### config.mk
export PLATFORM = sky130hd
export DESIGN_NAME = muldiv_seq
export DESIGN_NICKNAME = d
export VERILOG_FILES = /design/src/rtl/muldiv_seq.sv
export SDC_FILE = /design/constraint.sdc
export NUM_CORES = 1
export LEC_CHECK = 0
export ABC_AREA = 1
export CAP_MARGIN = 20
export CORE_ASPECT_RATIO = 1.5
export CORE_MARGIN = 5
export CORE_UTILIZATION = 55
export DETAILED_ROUTE_END_ITERATION = 6
export PLACE_DENSITY = 0.83
export RECOVER_POWER = 50
export SETUP_SLACK_MARGIN = 0.05
export SYNTH_ARGS = -nofsm -noshare
export SYNTH_HDL_FRONTEND = slang
export SYNTH_SLANG_ARGS = --single-unit
### constraint.sdc
create_clock -name clk -period 7.2 [get_ports clk]
set_input_delay 1.08 -clock clk [delete_from_list [all_inputs] [get_ports clk]]
set_output_delay 1.08 -clock clk [all_outputs]
set_load 0.01 [all_outputs]
### src/rtl/muldiv_seq.sv
// Iterative RV32M multiply/divide unit: one shift-add or restoring-subtract step per cycle,
// holding the pipeline through stall_o until a registered result is presented with done_o.
`timescale 1ns/1ps
module muldiv_seq #(
  parameter int WIDTH     = 32,
  parameter bit EARLY_OUT = 1'b1
) (
  input  logic             clk,
  input  logic             rst_n,
  input  logic             start_i,
  input  logic [2:0]       op_i,
  input  logic [WIDTH-1:0] data_rs1,
  input  logic [WIDTH-1:0] data_rs2,
  input  logic             flush_i,
  output logic             busy_o,
  output logic             stall_o,
  output logic             done_o,
  output logic [WIDTH-1:0] result_o
);
  localparam int               CW      = $clog2(WIDTH);
  localparam logic [CW-1:0]    LAST    = CW'(WIDTH - 1);
  localparam logic [WIDTH-1:0] MIN_NEG = {1'b1, {(WIDTH-1){1'b0}}};

  typedef enum logic [1:0] {IDLE, CALC, FINISH} state_t;

  state_t             r_state;
  logic [CW-1:0]      r_cnt;
  logic [2:0]         r_op;
  logic [WIDTH-1:0]   r_a;
  logic [WIDTH-1:0]   r_b;
  logic               r_neg_q;
  logic               r_neg_r;
  logic [2*WIDTH-1:0] r_acc;
  logic               r_done;
  logic [WIDTH-1:0]   r_result;

  logic               w_s1_signed, w_s2_signed, w_neg1, w_neg2;
  logic               w_div_zero, w_ovf, w_early;
  logic [WIDTH-1:0]   w_abs1, w_abs2, w_special;
  logic [WIDTH:0]     w_sum, w_trial;
  logic [2*WIDTH-1:0] w_acc_next, w_prod;
  logic [WIDTH-1:0]   w_quo, w_rem, w_final;

  // Signedness: rs1 is signed for MUL/MULH/MULHSU/DIV/REM, rs2 for MUL/MULH/DIV/REM.
  assign w_s1_signed = op_i[2] ? ~op_i[0] : (op_i[1:0] != 2'b11);
  assign w_s2_signed = op_i[2] ? ~op_i[0] : ~op_i[1];
  assign w_neg1      = w_s1_signed & data_rs1[WIDTH-1];
  assign w_neg2      = w_s2_signed & data_rs2[WIDTH-1];
  assign w_abs1      = w_neg1 ? (~data_rs1 + 1'b1) : data_rs1;
  assign w_abs2      = w_neg2 ? (~data_rs2 + 1'b1) : data_rs2;
  assign w_div_zero  = op_i[2] & (data_rs2 == '0);
  assign w_ovf       = op_i[2] & ~op_i[0] & (data_rs1 == MIN_NEG) & (&data_rs2);
  assign w_early     = EARLY_OUT & (w_div_zero | w_ovf);
  assign w_special   = w_div_zero ? (op_i[1] ? data_rs1 : '1)
                                  : (op_i[1] ? '0 : MIN_NEG);

  // Multiply keeps {product_hi, multiplier} and shifts right; divide keeps {rem, quo} and shifts left.
  always_comb begin
    // NOTE: every output of this block is assigned on all paths (default arm included) so no latch is inferred.
    w_sum   = {1'b0, r_acc[2*WIDTH-1:WIDTH]} + (r_acc[0] ? {1'b0, r_a} : '0);
    w_trial = r_acc[2*WIDTH-1:WIDTH-1] - {1'b0, r_b};
    if (r_op[2])
      w_acc_next = w_trial[WIDTH] ? {r_acc[2*WIDTH-2:0], 1'b0}
                                  : {w_trial[WIDTH-1:0], r_acc[WIDTH-2:0], 1'b1};
    else
      w_acc_next = {w_sum, r_acc[WIDTH-1:1]};
    w_prod = r_neg_q ? (~w_acc_next + 1'b1) : w_acc_next;
    w_quo  = r_neg_q ? (~w_acc_next[WIDTH-1:0] + 1'b1) : w_acc_next[WIDTH-1:0];
    w_rem  = r_neg_r ? (~w_acc_next[2*WIDTH-1:WIDTH] + 1'b1) : w_acc_next[2*WIDTH-1:WIDTH];
    case (r_op)
      3'b000:                 w_final = w_prod[WIDTH-1:0];
      3'b001, 3'b010, 3'b011: w_final = w_prod[2*WIDTH-1:WIDTH];
      3'b100, 3'b101:         w_final = w_quo;
      default:                w_final = w_rem;
    endcase
  end

  // The corrected result is registered on the edge into FINISH so it is valid alongside done_o.
  always_ff @(posedge clk) begin
    // NOTE: non-blocking assignments so every register here samples pre-edge values.
    if (!rst_n) begin
      r_state  <= IDLE;
      r_cnt    <= '0;
      r_op     <= '0;
      r_a      <= '0;
      r_b      <= '0;
      r_neg_q  <= 1'b0;
      r_neg_r  <= 1'b0;
      r_acc    <= '0;
      r_done   <= 1'b0;
      r_result <= '0;
    end else begin
      r_done <= 1'b0;
      if (flush_i) begin
        r_state <= IDLE;
        r_cnt   <= '0;
      end else begin
        case (r_state)
          IDLE: if (start_i) begin
            r_op    <= op_i;
            r_a     <= w_abs1;
            r_b     <= w_abs2;
            r_neg_q <= w_neg1 ^ w_neg2;
            r_neg_r <= w_neg1;
            r_cnt   <= '0;
            r_acc   <= op_i[2] ? {{WIDTH{1'b0}}, w_abs1} : {{WIDTH{1'b0}}, w_abs2};
            if (w_early) begin
              r_state  <= FINISH;
              r_result <= w_special;
              r_done   <= 1'b1;
            end else begin
              r_state <= CALC;
            end
          end
          CALC: begin
            r_acc <= w_acc_next;
            r_cnt <= r_cnt + 1'b1;
            if (r_cnt == LAST) begin
              r_state  <= FINISH;
              r_result <= w_final;
              r_done   <= 1'b1;
            end
          end
          FINISH:  r_state <= IDLE;
          default: r_state <= IDLE;
        endcase
      end
    end
  end

  assign busy_o   = (r_state != IDLE);
  assign stall_o  = ((r_state == IDLE) & start_i & ~flush_i) | (r_state == CALC);
  assign done_o   = r_done;
  assign result_o = r_result;

endmodule

==> metrics.csv <==
metric,value,unit
fin_worst_skew,15.4,ps
rsz0062_at_grt,no,
cp-start-kind,input pin,
synth_area_leaders,"nand2_1 (19%), dfxtp_1 (19%), inv_1 (10%)",
power_density,153,nW/um^2
synth-main-ff-cell,dfxtp_1,
wl,85.7,mm
grtUsageTotal,43.8,%
fmax,162,MHz
syn_inst,3320,
cts_setup_buffers,0,
ctsHoldBuffers,0,
coreArea,33300,sq um
final.setup.tns,0,ps
tightest_slew,3270,ps
violations,"DRC, capacitance limit, slew limit",
drv_cap,2,
async_flop_share,0,%
drive_gt1_share,5.18,%
drv_slew,162,
synth_top_cell_by_area,nand2_1,
fin_crit_sh,85.7,%
rows,82,
relSlewSlack,-118,%
ys_warn_count,0,
cts_resized,0,
die_y,235,um
hold_viol,0,
outcome,"finished, violations left",
setup-violations-final,0,
hp-class,flip-flop to flip-flop,
total_power,3.10,mW
drc,1,
met3_usage,8.15,%
syn-mean-instance-area,5.59,sq um
layout.nets,3488,
crit_path_end_kind,flip-flop,
fp.dieW,160,um
synthTopCellsByCount,"nand2_1 (961), inv_1 (502), nor2_1 (351)",
grt_antenna_before_repair,2,
synth.most_common_cell,nand2_1,
fin_crit,6170,ps
overflow,0,
crit_type,input pin to flip-flop,
num-fill-cells,3410,
use_met2,72.0,%
placed_area,19700,sq um
cts-buffers-inserted,17,
synth_edf_count,0,
path_clk_slew,70,ps
p_leak,10.7,nW
drtIter0Drc,3090,
grt_pass1_vias,21700,
crit_fanout,85,
h-tree-depth,4,
synth_top_cell_area_share,19.5,%
place.detailed.hpwl,67.0,mm
cts_root_buffer,clkbuf_16,
final_area,20300,sq um
top_usage_layer,met2,
cp.arrival,6580,ps
grt_pass1_wl,127,mm
port_buffers,105,
clock_latency,470,ps
ys_seq_elements,173,
yosysSeqAreaShare,18.7,%
cts.sinks,173,
area_growth,9.50,%
vias,23000,
io_pins,106,
final_antenna_net_count,0,
gp_congestion,1.08,
cts_tree,built,
die_area,37600,sq um
clk_path_buf_depth,2,
first_pass_iters,7,
critPathRequiredTime,7610,ps
grt_util_met1,46.3,%
ys_types,59,
grt_max_degree,86,
ir_drop,0.199,mV
initial_core_util,55.6,%
syn_area,18500,sq um
via_per_inst,6.08,
wl_per_cell,22.7,um
synth_nets,3464,
==> state kept, by name, summed over array words and instances (netlist names), 2 cells and up <==
name,cells
r_acc,64
r_cnt,5
r_a,32
r_b,32
r_op,3
result_o,32
r_state,2
==> cell families (layout without fill, tap and decap cells) <==
kind of cell             Yosys count  count (layout)  share of synthesized area, %
AND/OR/NAND/NOR                 1705            1705                          38.9
buffers and inverters            645             682                          13.8
adder cells (fa/ha/maj)           73              73                          5.01
multiplexers                       1               1                        0.0540
flip-flops                       173             173                          18.7
other                              0               1                             0
AO/OA/AOI/OAI                    627             627                          19.1
XOR/XNOR                          96              96                          4.53
==> critical path: stages <==
cell and delay [ps]:
buf_2 70, clkbuf_1 2280, inv_1 960, clkbuf_2 1250
a21oi_1 540, o21ai_0 180, inv_1 90
==> stage by stage <==
step | utilization (%) | std cells | hold WS, ps | setup WS, ps
2_1_floorplan | - | 3320 | 444 | 3250
3_3_place_gp | 59.1 | 3743 | 454 | 1830
3_5_place_dp | 59.1 | 3743 | 462 | 1850
4_1_cts | 60.9 | 3775 | 473 | 2110
5_1_grt | 60.9 | 3778 | 493 | 870
6_report | 60.9 | 3778 | 473 | 1030
==> layer usage <==
metal	wire [um]	part of all wire (%)
met2	38800	45
met4	10800	13
met3	8370	9.8
met5	19	0.022
met1	27800	32
==> final timing paths <==
path	from	endpoint	slack, ps	cells past startpoint
max reg2reg	r_acc[43]	result_o[14]	1910	34
min	r_cnt[4]	r_cnt[4]	470	2
max	rst_n	r_b[13]	1030	7
min reg2reg	r_cnt[4]	r_cnt[4]	470	2
==> power breakdown <==
group          switching (mW)  internal [mW]  leakage (nW)  total (mW)
clock                   0.463          0.490         0.281       0.953
sequential             0.0337          0.999          1.41        1.03
combinational           0.794          0.320          8.99        1.11
total                    1.29           1.81          10.7        3.10
==> layout make-up <==
| cell class | instances | area [sq um] | area share (%) |
|---|---|---|---|
| multi-input cells | 2502 | 12500 | 61.8 |
| flip-flops and latches | 173 | 3470 | 17.1 |
| inverters | 519 | 1950 | 9.59 |
| repair buffers | 131 | 1230 | 6.07 |
| well taps | 420 | 526 | 2.59 |
| clock buffers | 18 | 429 | 2.11 |
| clock inverters | 14 | 149 | 0.733 |
| diodes | 1 | 2.50 | 0.0123 |
==> cell usage in the layout, fill, tap and decap left out, types with 13 or more instances in the layout <==
| cell | count |
|---|---|
| a21oi_1 | 268 |
| a31oi_1 | 16 |
| buf_4 | 22 |
| clkbuf_16 | 17 |
| clkdlybuf4s50_1 | 69 |
| dfxtp_1 | 171 |
| dlygate4sd3_1 | 35 |
| ha_1 | 71 |
| inv_1 | 502 |
| inv_2 | 13 |
| nand2_1 | 960 |
| nand2_2 | 33 |
| nand3_1 | 216 |
| nand3b_1 | 15 |
| nand4_1 | 29 |
| nor2_1 | 348 |
| nor2_2 | 19 |
| nor3_1 | 34 |
| o211ai_1 | 47 |
| o21ai_0 | 198 |
| o21ai_1 | 16 |
| o21bai_1 | 35 |
| xnor2_1 | 27 |
| xor2_1 | 69 |
No activity file was read; power rests on OpenSTA's default activity.
